==> src/rtl/seq_divider_pkg.sv <==
// Shared ALU definitions for the iterative divider: op encodings, FSM states
// and the XLEN-wide boundary constants.
package seq_divider_pkg;

   localparam int XLEN = 64;

   typedef enum logic [1:0] {
      DIV  = 2'b00,
      DIVU = 2'b01,
      REM  = 2'b10,
      REMU = 2'b11
   } op_e;

   typedef enum logic [1:0] {
      IDLE,
      CALC,
      FIX
   } state_e;

   localparam logic [XLEN-1:0] INT_MIN  = {1'b1, {(XLEN-1){1'b0}}};
   localparam logic [XLEN-1:0] ALL_ONES = '1;

   function automatic logic is_signed_op(input logic [1:0] control);
      return ~control[0];
   endfunction

   function automatic logic is_rem_op(input logic [1:0] control);
      return control[1];
   endfunction

endpackage

==> src/rtl/seq_divider_if.sv <==
// Request/response bundle between an ALU issue stage (master) and the divider (slave).
interface seq_divider_if #(
   parameter int WIDTH = 64
);
   logic             start;
   logic [WIDTH-1:0] in1;
   logic [WIDTH-1:0] in2;
   logic [1:0]       control;
   logic             busy;
   logic             out_valid;
   logic [WIDTH-1:0] out;

   modport master (
      output start, in1, in2, control,
      input  busy, out_valid, out
   );

   modport slave (
      input  start, in1, in2, control,
      output busy, out_valid, out
   );
endinterface

==> src/rtl/seq_divider_step.sv <==
// One restoring-division step: shift in the next dividend bit, trial-subtract
// the divisor, keep the difference when it does not go negative.
module seq_divider_step #(
   parameter int WIDTH = 64
) (
   input  logic [WIDTH:0]   rem,
   input  logic             dividend_bit,
   input  logic [WIDTH-1:0] divisor,
   output logic [WIDTH:0]   rem_next,
   output logic             q_bit
);
   logic [WIDTH+1:0] shifted;
   logic [WIDTH+1:0] diff;

   // rem is always below the divisor, so the extra top bit is zero and the
   // sign of diff is a clean borrow indicator.
   assign shifted  = {rem, dividend_bit};
   assign diff     = shifted - {2'b00, divisor};
   assign q_bit    = ~diff[WIDTH+1];
   assign rem_next = q_bit ? diff[WIDTH:0] : shifted[WIDTH:0];
endmodule

==> src/rtl/seq_divider.sv <==
// Iterative radix-2 DIV/DIVU/REM/REMU unit: one quotient bit per cycle,
// divide-by-zero and signed overflow resolved in a single cycle.
module seq_divider
   import seq_divider_pkg::*;
#(
   parameter int WIDTH = 64
) (
   input  logic       clk,
   input  logic       rst_n,
   seq_divider_if.slave bus
);
   localparam int CNT_W = $clog2(WIDTH);
   localparam logic [WIDTH-1:0] MIN_W  = WIDTH'(INT_MIN >> (XLEN - WIDTH));
   localparam logic [WIDTH-1:0] ONES_W = WIDTH'(ALL_ONES);

   state_e           state, state_next;
   logic [CNT_W-1:0] count;
   logic [WIDTH-1:0] quo;
   logic [WIDTH-1:0] divisor;
   logic [WIDTH:0]   rem;
   logic             take_rem;
   logic             negate;
   logic [WIDTH-1:0] result;
   logic             out_valid_q;

   logic             accept;
   logic             sgn, neg_a, neg_b;
   logic [WIDTH-1:0] mag_a, mag_b;
   logic             div_zero, ovf, special;
   logic [WIDTH-1:0] special_val;
   logic [WIDTH:0]   rem_next;
   logic             q_bit;
   logic [WIDTH-1:0] sel_val, fix_val;

   // Operand decode, only meaningful on the accepting edge.
   always_comb begin
      sgn         = is_signed_op(bus.control);
      neg_a       = sgn & bus.in1[WIDTH-1];
      neg_b       = sgn & bus.in2[WIDTH-1];
      mag_a       = neg_a ? -bus.in1 : bus.in1;
      mag_b       = neg_b ? -bus.in2 : bus.in2;
      div_zero    = (bus.in2 == '0);
      ovf         = sgn && (bus.in1 == MIN_W) && (bus.in2 == ONES_W);
      special     = div_zero | ovf;
      special_val = '0;
      if (div_zero)
         special_val = is_rem_op(bus.control) ? bus.in1 : ONES_W;
      else
         special_val = is_rem_op(bus.control) ? '0 : MIN_W;
   end

   always_comb begin
      state_next = state;
      accept     = 1'b0;
      case (state)
         IDLE: begin
            if (bus.start) begin
               accept     = 1'b1;
               state_next = special ? FIX : CALC;
            end
         end
         CALC:    if (count == CNT_W'(WIDTH-1)) state_next = FIX;
         FIX:     state_next = IDLE;
         default: state_next = IDLE;
      endcase
   end

   seq_divider_step #(.WIDTH(WIDTH)) u_step (
      .rem          (rem),
      .dividend_bit (quo[WIDTH-1]),
      .divisor      (divisor),
      .rem_next     (rem_next),
      .q_bit        (q_bit)
   );

   assign sel_val = take_rem ? rem[WIDTH-1:0] : quo;
   assign fix_val = negate ? -sel_val : sel_val;

   // quo starts as the dividend magnitude and fills with quotient bits from
   // the right as the dividend bits leave on the left.
   always_ff @(posedge clk or negedge rst_n) begin
      if (!rst_n) begin
         state       <= IDLE;
         count       <= '0;
         quo         <= '0;
         divisor     <= '0;
         rem         <= '0;
         take_rem    <= 1'b0;
         negate      <= 1'b0;
         result      <= '0;
         out_valid_q <= 1'b0;
      end else begin
         state       <= state_next;
         out_valid_q <= 1'b0;
         case (state)
            IDLE: begin
               if (accept) begin
                  count    <= '0;
                  rem      <= '0;
                  divisor  <= mag_b;
                  // Special results ride through FIX as a plain quotient.
                  quo      <= special ? special_val : mag_a;
                  take_rem <= special ? 1'b0 : is_rem_op(bus.control);
                  negate   <= special ? 1'b0 :
                              (is_rem_op(bus.control) ? neg_a : (neg_a ^ neg_b));
               end
            end
            CALC: begin
               rem   <= rem_next;
               quo   <= {quo[WIDTH-2:0], q_bit};
               count <= count + 1'b1;
            end
            FIX: begin
               result      <= fix_val;
               out_valid_q <= 1'b1;
            end
            default: ;
         endcase
      end
   end

   assign bus.busy      = (state != IDLE);
   assign bus.out_valid = out_valid_q;
   assign bus.out       = result;
endmodule

==> src/flat_wrapper.sv <==
// flat-port wrapper written by rule: the top's interface ports become plain ports
module seq_divider_flat import seq_divider_pkg::*;
#(
   parameter int WIDTH = 64
)
  (clk, rst_n, bus_start, bus_in1, bus_in2, bus_control, bus_busy, bus_out_valid, bus_out);
  seq_divider_if #(.WIDTH(WIDTH)) bus_i ();
  input  logic clk;
  input  logic rst_n;
  input wire logic [$bits(bus_i.start)-1:0] bus_start;
  input wire logic [$bits(bus_i.in1)-1:0] bus_in1;
  input wire logic [$bits(bus_i.in2)-1:0] bus_in2;
  input wire logic [$bits(bus_i.control)-1:0] bus_control;
  output wire logic [$bits(bus_i.busy)-1:0] bus_busy;
  output wire logic [$bits(bus_i.out_valid)-1:0] bus_out_valid;
  output wire logic [$bits(bus_i.out)-1:0] bus_out;
  assign bus_i.start = bus_start;
  assign bus_i.in1 = bus_in1;
  assign bus_i.in2 = bus_in2;
  assign bus_i.control = bus_control;
  assign bus_busy = bus_i.busy;
  assign bus_out_valid = bus_i.out_valid;
  assign bus_out = bus_i.out;
  seq_divider #(.WIDTH(WIDTH)) u_core (.clk(clk), .rst_n(rst_n), .bus(bus_i));
endmodule
==> config.mk <==
export PLATFORM = sky130hd
export DESIGN_NAME = seq_divider_flat
export DESIGN_NICKNAME = d
export VERILOG_FILES = /design/src/rtl/seq_divider_pkg.sv /design/src/rtl/seq_divider_if.sv /design/src/rtl/seq_divider_step.sv /design/src/rtl/seq_divider.sv /design/src/flat_wrapper.sv
export SDC_FILE = /design/constraint.sdc
export NUM_CORES = 1
export LEC_CHECK = 0
export CORE_ASPECT_RATIO = 1.1
export CORE_UTILIZATION = 47
export CTS_CLUSTER_DIAMETER = 30
export CTS_CLUSTER_SIZE = 25
export DETAILED_ROUTE_END_ITERATION = 12
export PLACE_DENSITY = 0.67
export SETUP_SLACK_MARGIN = 0.4
export SYNTH_ARGS = -nofsm -noshare
export SYNTH_HDL_FRONTEND = slang
export SYNTH_HIERARCHICAL = 1
export SYNTH_SLANG_ARGS = --single-unit
==> constraint.sdc <==
create_clock -name clk -period 4.8 [get_ports clk]
set_input_delay 0.96 -clock clk [delete_from_list [all_inputs] [get_ports clk]]
set_output_delay 0.96 -clock clk [all_outputs]
set_load 0.005 [all_outputs]
Word-level counts from Yosys, hierarchy flattened
Cells that the tools add are included. Widths: inputs -> output; s select.

Bitwise logic cells: 6. Equal/unequal tests: 8. $add $sub $neg: 5. Reduce and logical (&&, ||, !) cells: 9. Mux-type cells: 25.

Operators by type and width (number): $mux 64 (9); $neg 64->64 (3); $mux 65 (2); $pmux 65 s2 (1); $eq 64x64->1 const B (2); $pmux 64 s2 (1); $sub 66x64->66 (1); $logic_not 64->1 (1); $pmux 6 s2 (1); $add 6x1->6 const B (1); $eq 6x6->1 const B (1); $mux 1 (6); $mux 2 (3); $mux 6 (1); $reduce_and 2->1 (3); $ne 2x1->1 const B (2); $pmux 2 s2 (1); $reduce_bool 2->1 (2); $and 1x1->1 (2); $eq 2x1->1 const B (1); $eq 2x2->1 const B (1); $logic_and 1x1->1 (2); $logic_not 2->1 (1); $ne 2x2->1 const B (1); 3 further kinds (4).

Logic and storage cells: 62. Output and inout port bits: 66. Register bits after elaboration: 268. Bits of input ports: 133.

Depth between registers and ports, before layout
Gate-level depths: netlist of the first run.

Depth in word-level cells: 7. Gate-level depth with buffers: 18. Gate-level depth less buffers: 15.

Hierarchy
Netlist of the first run, hierarchy kept.

By module, submodules not included: seq_divider (sequential area each 6706.4 µm², area each 16867.4 µm², cells an instance 2070, times used 1); seq_divider_step (sequential area each 0.0 µm², area each 4897.2 µm², cells an instance 799, times used 1).

Worst setup path after synthesis of the first run
Ideal clock, no wire load.

Path kind: reg2reg. Start point: register u_core.take_rem. End point: register u_core.result[48] (netlist: u_core/bus.out[48]). Path buffers: 6. Arrival: 3547 ps. Library setup time: 129 ps. Setup slack: 1124 ps. Data required time: 4671 ps. Cell stages (with the launch flop): 15. Clock period less this slack: 3676 ps. Cell sequence: dfrtp_1 buf_2 clkbuf_1 buf_2 buf_1 buf_1 buf_2 mux2i_1 ha_1 o221ai_1 and4b_1 nand4_1 o41ai_2 xnor2_1 o21ai_1.

Cells in the longest elaborated chain, start to end: 3.

RTL lines: from (decl) (RTL line seq_divider.sv:21) `logic take_rem;`; from (signal assigned) (RTL line seq_divider.sv:103) `take_rem <= special ? 1'b0 : is_rem_op(bus.control);`; $mux 64 (*) (RTL line seq_divider.sv:76) `assign sel_val = take_rem ? rem[WIDTH-1:0] : quo;`; $neg 64->64 (RTL line seq_divider.sv:77) `assign fix_val = negate ? -sel_val : sel_val;`; $mux 64 (*) (RTL line seq_divider.sv:77); to (signal assigned) (RTL line seq_divider.sv:114) `result <= fix_val;`; to (decl) (RTL line seq_divider.sv:23) `logic [WIDTH-1:0] result;`.

Mark *: on every way between the ends. The rest lies on a longest branch, timed or not. A chain may end at the register's enable or synchronous reset.

Worst setup path after layout of the first run
Start point: register u_core.rem[16]. End point: register u_core.rem[58].

Cells in the longest elaborated chain, start to end: 3.

RTL lines: from (decl) (RTL line seq_divider.sv:20) `logic [WIDTH:0] rem;`; from (signal assigned) (RTL line seq_divider.sv:109) `rem <= rem_next;`; $sub 66x64->66 (RTL line seq_divider_step.sv:18) `assign diff = shifted - {2'b00, divisor};`; $mux 65 (RTL line seq_divider_step.sv:20) `assign rem_next = q_bit ? diff[WIDTH:0] : shifted[WIDTH:0];`; via u_core.rem_next[58] (RTL line seq_divider.sv:31) `logic [WIDTH:0] rem_next;`; $pmux 65 s2 (RTL line seq_divider.sv:95) `case (state)`.

The timed path passes the listed nets, and every way through them passes these cells.

==> impl_metrics.prom, run 1 <==
# TYPE chip_impl_metric gauge
chip_impl_info{name="status",value="finished, final reports clean"} 1
chip_impl_metric{name="cts_num_sinks",unit=""} 268
chip_impl_metric{name="cp.required",unit="ns"} 5.22
chip_impl_metric{name="power_frac_clock",unit=""} 0.224
chip_impl_metric{name="synthesis.yosys.warnings",unit=""} 6
chip_impl_metric{name="pwr-share-seq",unit=""} 0.209
chip_impl_metric{name="yosysUniqueCellTypes",unit=""} 91
chip_impl_metric{name="die_area",unit="sq um"} 47200
chip_impl_metric{name="synthesis.area_per_instance",unit="sq um"} 7.59
chip_impl_metric{name="wl_per_cell",unit="um"} 22.3
chip_impl_metric{name="core-area",unit="sq um"} 45700
chip_impl_metric{name="worst_reg2reg_path_depth",unit=""} 14
chip_impl_info{name="crit-reg2reg-launch",value="u_core/rem[16]"} 1
chip_impl_metric{name="peakVddDrop",unit="uV"} 958
chip_impl_metric{name="place.port_buffers",unit=""} 198
chip_impl_metric{name="grt_pass1_vias",unit=""} 21700
chip_impl_metric{name="cts_resized",unit=""} 0
chip_impl_metric{name="synthesis.nets",unit=""} 3072
chip_impl_info{name="crit_path_end_kind",value="flip-flop"} 1
chip_impl_metric{name="gpl.final_weighted_congestion",unit=""} 0.976
chip_impl_info{name="synth_ff_type",value="dfrtp_1"} 1
chip_impl_info{name="tritoncts_clock_tree",value="done"} 1
chip_impl_info{name="holdCritPathClass",value="input pin to async pin"} 1
chip_impl_metric{name="drtPass1Iterations",unit=""} 7
chip_impl_metric{name="power_switching_share",unit=""} 0.475
chip_impl_metric{name="gr-total-overflow",unit=""} 0
chip_impl_metric{name="routed_wl",unit="um"} 82000
chip_impl_metric{name="final_critical_path_setup_slack",unit="ns"} 0.667
chip_impl_metric{name="setup_tns",unit="ns"} 0
chip_impl_metric{name="worst_skew_pair.late_latency",unit="ns"} 0.60
chip_impl_metric{name="clk_transition_reported_paths",unit="ns"} 0.04
chip_impl_info{name="reg2reg_to",value="u_core/rem[58]"} 1
chip_impl_metric{name="via_count",unit=""} 22800
chip_impl_metric{name="ff2ff_setup_slack",unit="ns"} 0.67
chip_impl_metric{name="slew_headroom",unit=""} 0.193
chip_impl_metric{name="syn_inst",unit=""} 2869
chip_impl_metric{name="power.internal",unit="mW"} 11.4
chip_impl_info{name="worstSetupStartpointType",value="flip-flop"} 1
chip_impl_metric{name="synth-async-reset-ratio",unit=""} 1.00
chip_impl_metric{name="cts_hold_buffers",unit=""} 0
chip_impl_metric{name="power.net_switching",unit="mW"} 10.3
chip_impl_metric{name="max_freq",unit="MHz"} 242
chip_impl_metric{name="cts_max_path_buffers",unit=""} 3
chip_impl_metric{name="timing.max_cap.violations",unit=""} 0
chip_impl_metric{name="viasPerCell",unit=""} 6.20
chip_impl_metric{name="pin_count_of_the_biggest_net_entering_global_routing",unit=""} 129
chip_impl_metric{name="yosys_register_bits",unit=""} 268
chip_impl_info{name="synth_most_common_cell",value="nand2_1"} 1
chip_impl_metric{name="power_per_cell_area",unit="nW/um^2"} 811
chip_impl_info{name="critPathKind",value="flip-flop to flip-flop"} 1
chip_impl_metric{name="antenna-diode-count",unit=""} 0
chip_impl_metric{name="skew",unit="ns"} 0.0308
chip_impl_metric{name="number_of_endpoints_failing_setup_at_the_final_stage",unit=""} 0
chip_impl_metric{name="critical_path_peak_fanout",unit=""} 8
chip_impl_metric{name="groute.usage.overall",unit=""} 0.344
chip_impl_metric{name="combinationalPowerShare",unit=""} 0.567
chip_impl_metric{name="synth_edf_count",unit=""} 0
chip_impl_metric{name="hpwl",unit="um"} 61400
chip_impl_info{name="synth.top_cells.by_count",value="508 x nand2_1, 362 x o21ai_0, 268 x dfrtp_1"} 1
chip_impl_metric{name="postCtsSetupRepairBufs",unit=""} 0
chip_impl_info{name="netlist_top_cells_area",value="dfrtp_1 31%, nand2_1 8.8%, o21ai_0 8.3%"} 1
chip_impl_metric{name="synthToLayoutAreaGrowth",unit="%"} 23.2
chip_impl_metric{name="grt_antenna_before_repair",unit=""} 0
chip_impl_metric{name="design.final.nets",unit=""} 3233
chip_impl_metric{name="drc_errors",unit=""} 0
chip_impl_metric{name="yosysTopAreaCellShare",unit=""} 0.308
chip_impl_metric{name="grt_first_pass_wirelength",unit="um"} 126000
chip_impl_metric{name="timing.final.hold_violations",unit=""} 0
chip_impl_metric{name="drive_gt1_frac",unit=""} 0.0845
chip_impl_metric{name="cts.htree.levels",unit=""} 3
chip_impl_info{name="synth_top_cell_by_area",value="dfrtp_1"} 1
chip_impl_info{name="rsz_0062_raised_after_global_routing",value="no"} 1
chip_impl_metric{name="synthesis.area",unit="sq um"} 21800
chip_impl_metric{name="io-pin-count",unit=""} 199
chip_impl_metric{name="die_x",unit="um"} 207
chip_impl_metric{name="p_leak",unit="nW"} 11.0
chip_impl_metric{name="fp.dieH",unit="um"} 228
chip_impl_metric{name="timing_max_transition_violations_final",unit=""} 0
chip_impl_metric{name="cts_made_buffers",unit=""} 72
chip_impl_metric{name="layout.core_utilization",unit=""} 0.587
chip_impl_metric{name="place_ws",unit="ns"} 0.289
chip_impl_metric{name="timing_worst_slew_pin_value",unit="ns"} 1.21
chip_impl_metric{name="timing.final.crit_share",unit=""} 0.861
chip_impl_metric{name="layout_min_cycle_time",unit="ns"} 4.13
chip_impl_info{name="root_buffer",value="clkbuf_16"} 1
chip_impl_metric{name="first_iter_violations",unit=""} 2364
chip_impl_metric{name="critPathArrivalTime",unit="ns"} 4.55
chip_impl_metric{name="row_count",unit=""} 82
chip_impl_metric{name="antenna_left",unit=""} 0
chip_impl_metric{name="floorplan.initialDensity",unit=""} 0.477
chip_impl_metric{name="seq_area_frac_synth",unit=""} 0.308
-- cell families after synthesis --
group | after synthesis | share of synthesized area
AO/OA/AOI/OAI | 895 | 0.244
XOR/XNOR | 188 | 0.0757
adder cells (fa/ha/maj) | 70 | 0.0406
buffers and inverters | 281 | 0.0529
flip-flops | 268 | 0.308
multiplexers | 77 | 0.0361
AND/OR/NAND/NOR | 1090 | 0.243
-- routing by layer --
metal | vias up | wire length [um] | GRT usage | share of wire
met5 | - | 0 | 0 | 0
met4 | 0 | 3630 | 0.170 | 0.044
met3 | 201 | 5520 | 0.0552 | 0.067
met2 | 1000 | 39100 | 0.581 | 0.48
met1 | 10900 | 33800 | 0.431 | 0.41
li1 | 10700 | - | - | -
-- layout make-up --
cell class / count / area, sq um
timing repair buffer: 268 / 2550
clock inverter: 32 / 408
inverter: 100 / 375
tap: 588 / 736
multi-input combinational: 2320 / 14000
fill: 4237 / 18800
clock buffer: 101 / 2080
sequential: 268 / 6710
-- through the flow --
stage / power (mW) / instance area (sq um) / instances / hold slack [ns]
3_3_place_gp: 16.4 / 24300 / 3544 / 0.465
3_5_place_dp: 16.6 / 24300 / 3544 / 0.469
2_1_floorplan: 13.2 / 21800 / 2869 / 0.450
6_report: 21.7 / 26800 / 3677 / 0.380
5_1_grt: 23.4 / 26800 / 3677 / 0.433
4_1_cts: 21.6 / 26800 / 3677 / 0.411
-- power by group through the flow --
stage	Clock, mW	Combinational [mW]	Sequential, mW
floorplan	0	9.38	3.86
global placement	0	11.9	4.50
detailed placement	0	12.1	4.53
CTS	4.94	12.2	4.51
global route	5.05	13.7	4.62
finish	4.88	12.3	4.54
-- cell usage in the layout, fill, tap and decap left out, types with 16 or more instances in the layout --
cell type and count:
nor2_1 149, nor3b_1 19, o21ai_0 362, a211oi_1 23, o31ai_1 26, dfrtp_1 266
a21oi_1 188, a31oi_1 61, xor2_1 56, o21a_1 16, mux2i_1 65, nor2b_1 20
nor3_1 85, inv_1 99, nand4_1 49, clkdlybuf4s50_1 197, nor4_1 40, nand2_1 507
nand2b_1 16, ha_1 69, a21o_1 28, and3_1 20, xnor2_1 132, and2_1 17
buf_4 67, clkbuf_16 73, o21ai_1 52, a22oi_1 20, or3_1 25, nand3_1 56
-- worst max-delay path, cell delays in order (launching register included) --
cell and delay, ns:
dfrtp_1 0.35, buf_4 0.16, ha_1 0.39, a21oi_1 0.33
o21ai_0 0.20, a2111o_1 0.35, o211a_1 0.28, o21ai_0 0.66
o41a_1 0.33, o21ai_1 0.12, a31oi_1 0.25, xor2_1 0.27
o21ai_0 0.11, nand2_1 0.06, o21ai_0 0.08
-- worst max path at each step --
| stage | slack [ns] | startpoint | cells after the start | end |
|---|---|---|---|---|
| 6_report | 0.67 | u_core/rem[16] | 14 | u_core/rem[58] |
| 3_5_place_dp | 0.29 | bus_in2[63] | 9 | u_core/quo[8] |
| 3_3_place_gp | 0.36 | bus_in2[63] | 9 | u_core/quo[34] |
| 5_1_grt | 0.45 | u_core/rem[54] | 13 | u_core/rem[64] |
| 2_1_floorplan | 1.12 | u_core/take_rem | 14 | u_core/bus.out[48] |
| 4_1_cts | 0.78 | u_core/rem[8] | 13 | u_core/rem[62] |
-- sequential cells by signal (all words and copies together) (netlist names) --
register	flops
u_core/negate	1
u_core/bus.out	64
u_core/quo	64
u_core/state	2
u_core/take_rem	1
u_core/bus.out_valid	1
u_core/divisor	64
u_core/count	6
u_core/rem	65
(Power assumes the default switching activity.)
==> run 2: changes to the inputs <==
--- a/config.mk
+++ b/config.mk
@@ -5,8 +5,10 @@
 export SDC_FILE = /design/constraint.sdc
 export NUM_CORES = 1
 export LEC_CHECK = 0
+export CAP_MARGIN = 20
 export CORE_ASPECT_RATIO = 1.1
 export CORE_UTILIZATION = 47
+export CTS_BUF_LIST = sky130_fd_sc_hd__clkbuf_16
 export CTS_CLUSTER_DIAMETER = 30
 export CTS_CLUSTER_SIZE = 25
 export DETAILED_ROUTE_END_ITERATION = 12
==> run 2 against run 1 <==
Net effect: setup slack worse by 0.030 ns; sequential share of layout area up 0.075 points; critical endpoint unchanged; wire length down 0.19%; highest routed layer unchanged; worst hold slack worse by 0.00093 ns; power down 1.1%.
==> impl_metrics.prom, run 2 (synthesis gave the netlist of run 1 again) <==
# TYPE chip_impl_metric gauge
chip_impl_info{name="tritoncts_clock_tree",value="done"} 1
chip_impl_metric{name="slew_headroom",unit=""} 0.223
chip_impl_metric{name="number_of_flip_flops_in_the_largest_register",unit=""} 65
chip_impl_metric{name="antenna_left",unit=""} 0
chip_impl_metric{name="grt_antenna_before_repair",unit=""} 0
chip_impl_metric{name="viasPerCell",unit=""} 6.18
chip_impl_metric{name="multi_input_comb_area",unit="sq um"} 14000
chip_impl_metric{name="finalPower",unit="mW"} 21.5
chip_impl_metric{name="antenna-diode-count",unit=""} 0
chip_impl_metric{name="pin_count_of_the_biggest_net_entering_global_routing",unit=""} 129
chip_impl_metric{name="layout_min_cycle_time",unit="ns"} 4.16
chip_impl_info{name="critPathKind",value="flip-flop to flip-flop"} 1
chip_impl_metric{name="drtPass1Iterations",unit=""} 5
chip_impl_metric{name="cts_resized",unit=""} 0
chip_impl_metric{name="core-area",unit="sq um"} 45700
chip_impl_info{name="status",value="finished, final reports clean"} 1
chip_impl_info{name="commonest_cells_after_routing_fill_and_taps_aside",value="507 x nand2_1, 362 x o21ai_0, 266 x dfrtp_1"} 1
chip_impl_metric{name="hpwl",unit="um"} 61400
chip_impl_metric{name="synthToLayoutAreaGrowth",unit="%"} 22.8
chip_impl_metric{name="peakVddDrop",unit="uV"} 920
chip_impl_metric{name="critPathArrivalTime",unit="ns"} 4.58
chip_impl_metric{name="clk_transition_reported_paths",unit="ns"} 0.04
chip_impl_metric{name="row_count",unit=""} 82
chip_impl_metric{name="setup_tns",unit="ns"} 0
chip_impl_metric{name="grt_first_pass_wirelength",unit="um"} 126000
chip_impl_metric{name="design.final.nets",unit=""} 3236
chip_impl_metric{name="first_iter_violations",unit=""} 2206
chip_impl_metric{name="die_area",unit="sq um"} 47200
chip_impl_metric{name="timing_max_transition_violations_final",unit=""} 0
chip_impl_metric{name="fillers",unit=""} 4257
chip_impl_metric{name="fp.dieH",unit="um"} 228
chip_impl_metric{name="cts_max_path_buffers",unit=""} 3
chip_impl_metric{name="p_leak",unit="nW"} 11.0
chip_impl_metric{name="drive_gt1_frac",unit=""} 0.0805
chip_impl_metric{name="timing.max_cap.violations",unit=""} 0
chip_impl_metric{name="timing_worst_slew_pin_value",unit="ns"} 1.16
chip_impl_metric{name="floorplan.initialDensity",unit=""} 0.477
chip_impl_metric{name="worst_skew_pair.late_latency",unit="ns"} 0.60
chip_impl_metric{name="groute.usage.overall",unit=""} 0.344
chip_impl_metric{name="wl_per_cell",unit="um"} 22.2
chip_impl_metric{name="gpl.final_weighted_congestion",unit=""} 0.976
chip_impl_info{name="root_buffer",value="clkbuf_16"} 1
chip_impl_metric{name="regArea",unit="sq um"} 6710
chip_impl_metric{name="final_critical_path_setup_slack",unit="ns"} 0.637
chip_impl_metric{name="number_of_endpoints_failing_setup_at_the_final_stage",unit=""} 0
chip_impl_metric{name="layout.core_utilization",unit=""} 0.586
chip_impl_metric{name="postCtsSetupRepairBufs",unit=""} 0
chip_impl_info{name="largest-register",value="u_core/rem"} 1
chip_impl_metric{name="timing.final.hold_violations",unit=""} 0
chip_impl_metric{name="cts.htree.levels",unit=""} 3
chip_impl_metric{name="io-pin-count",unit=""} 199
chip_impl_metric{name="power_per_cell_area",unit="nW/um^2"} 804
chip_impl_metric{name="critical_path_peak_fanout",unit=""} 3
chip_impl_metric{name="cp.required",unit="ns"} 5.22
chip_impl_metric{name="timing.final.crit_share",unit=""} 0.867
chip_impl_info{name="rsz_0062_raised_after_global_routing",value="no"} 1
chip_impl_metric{name="place.port_buffers",unit=""} 198
chip_impl_metric{name="grt_pass1_vias",unit=""} 21700
chip_impl_info{name="mostFrequentLayoutCell",value="nand2_1"} 1
chip_impl_info{name="worstSetupStartpointType",value="flip-flop"} 1
chip_impl_metric{name="place_ws",unit="ns"} 0.289
chip_impl_metric{name="drc_errors",unit=""} 0
chip_impl_metric{name="max_freq",unit="MHz"} 240
chip_impl_metric{name="cts_num_sinks",unit=""} 268
chip_impl_metric{name="gr-total-overflow",unit=""} 0
chip_impl_metric{name="routed_wl",unit="um"} 81900
chip_impl_metric{name="cts_hold_buffers",unit=""} 0
chip_impl_metric{name="die_x",unit="um"} 207
chip_impl_metric{name="via_count",unit=""} 22700
chip_impl_metric{name="skew",unit="ns"} 0.0287
chip_impl_metric{name="cts_made_buffers",unit=""} 72
chip_impl_info{name="crit_path_end_kind",value="flip-flop"} 1
chip_impl_info{name="holdCritPathClass",value="input pin to async pin"} 1
[run 2: cell count changes in the layout (fill, tap and decap cells not counted)]
cell and delta:
clkbuf_8 -15, inv_1 +13, clkbuf_1 -13, buf_16 +2
buf_8 +1, clkinv_1 +15
[run 2: critical path, stage by stage, from the launching register on]
cell and delay (ns):
dfrtp_1 0.47, inv_1 0.08, ha_1 0.22, fa_1 0.43
nor2b_1 0.19, o2111ai_1 0.20, a21oi_1 0.34, o211a_1 0.28
o21ai_0 0.33, o41a_1 0.55, o21ai_1 0.22, a31oi_1 0.14
xor2_1 0.25, o21ai_0 0.12, nand2_1 0.07, o21ai_0 0.09
[run 2: final cells by class]
| class | instances | area share |
|---|---|---|
| clock inverters | 60 | 0.0192 |
| repair buffers | 271 | 0.0980 |
| clock buffers | 73 | 0.0683 |
| multi-input cells | 2320 | 0.522 |
| flip-flops and latches | 268 | 0.251 |
| well taps | 588 | 0.0275 |
| inverters | 100 | 0.0140 |
[run 2: path summary, 6_finish.rpt]
check	start	endpoint	slack, ns	cells past startpoint
worst min register to register	u_core/bus.out[6]	u_core/bus.out[6]	0.47	2
worst min-delay path	rst_n	u_core/divisor[59]	0.38	1
max in group asynchronous	rst_n	u_core/rem[60]	3.30	2
worst max-delay path	u_core/quo[63]	u_core/rem[58]	0.64	15
min in group clk	u_core/bus.out[6]	u_core/bus.out[6]	0.47	2
worst max register to register	u_core/quo[63]	u_core/rem[58]	0.64	15
[run 2: stage by stage]
stage	cell area (sq um)	hold WS (ns)	std cells
after floorplan	21800	0.450	2869
after global placement	24300	0.465	3544
after detailed placement	24300	0.469	3544
after CTS	26700	0.411	3677
after global routing	26700	0.433	3680
final	26700	0.379	3680
[run 2: power breakdown]
part / internal (mW) / total [mW] / switching, mW
registers: 3.22 / 4.54 / 1.31
clock network: 3.12 / 4.60 / 1.49
logic: 4.83 / 12.4 / 7.52
[run 2: per-layer routing]
layer | share of wire | wire (um) | vias up | GRT usage
met2 | 0.48 | 39100 | 971 | 0.579
met1 | 0.41 | 33500 | 10900 | 0.430
met4 | 0.043 | 3490 | 0 | 0.170
met3 | 0.072 | 5860 | 182 | 0.0573
met5 | 0 | 0 | - | 0
li1 | - | - | 10700 | -
==> run 3: changes to the inputs <==
--- a/config.mk
+++ b/config.mk
@@ -13,8 +13,9 @@
 export CTS_CLUSTER_SIZE = 25
 export DETAILED_ROUTE_END_ITERATION = 12
 export PLACE_DENSITY = 0.67
-export SETUP_SLACK_MARGIN = 0.4
+export SETUP_SLACK_MARGIN = 0.2
 export SYNTH_ARGS = -nofsm -noshare
 export SYNTH_HDL_FRONTEND = slang
 export SYNTH_HIERARCHICAL = 1
 export SYNTH_SLANG_ARGS = --single-unit
+export TNS_END_PERCENT = 5
==> results of run 3 <==
Final layout, timing and power as in run 2 (identical DEF).
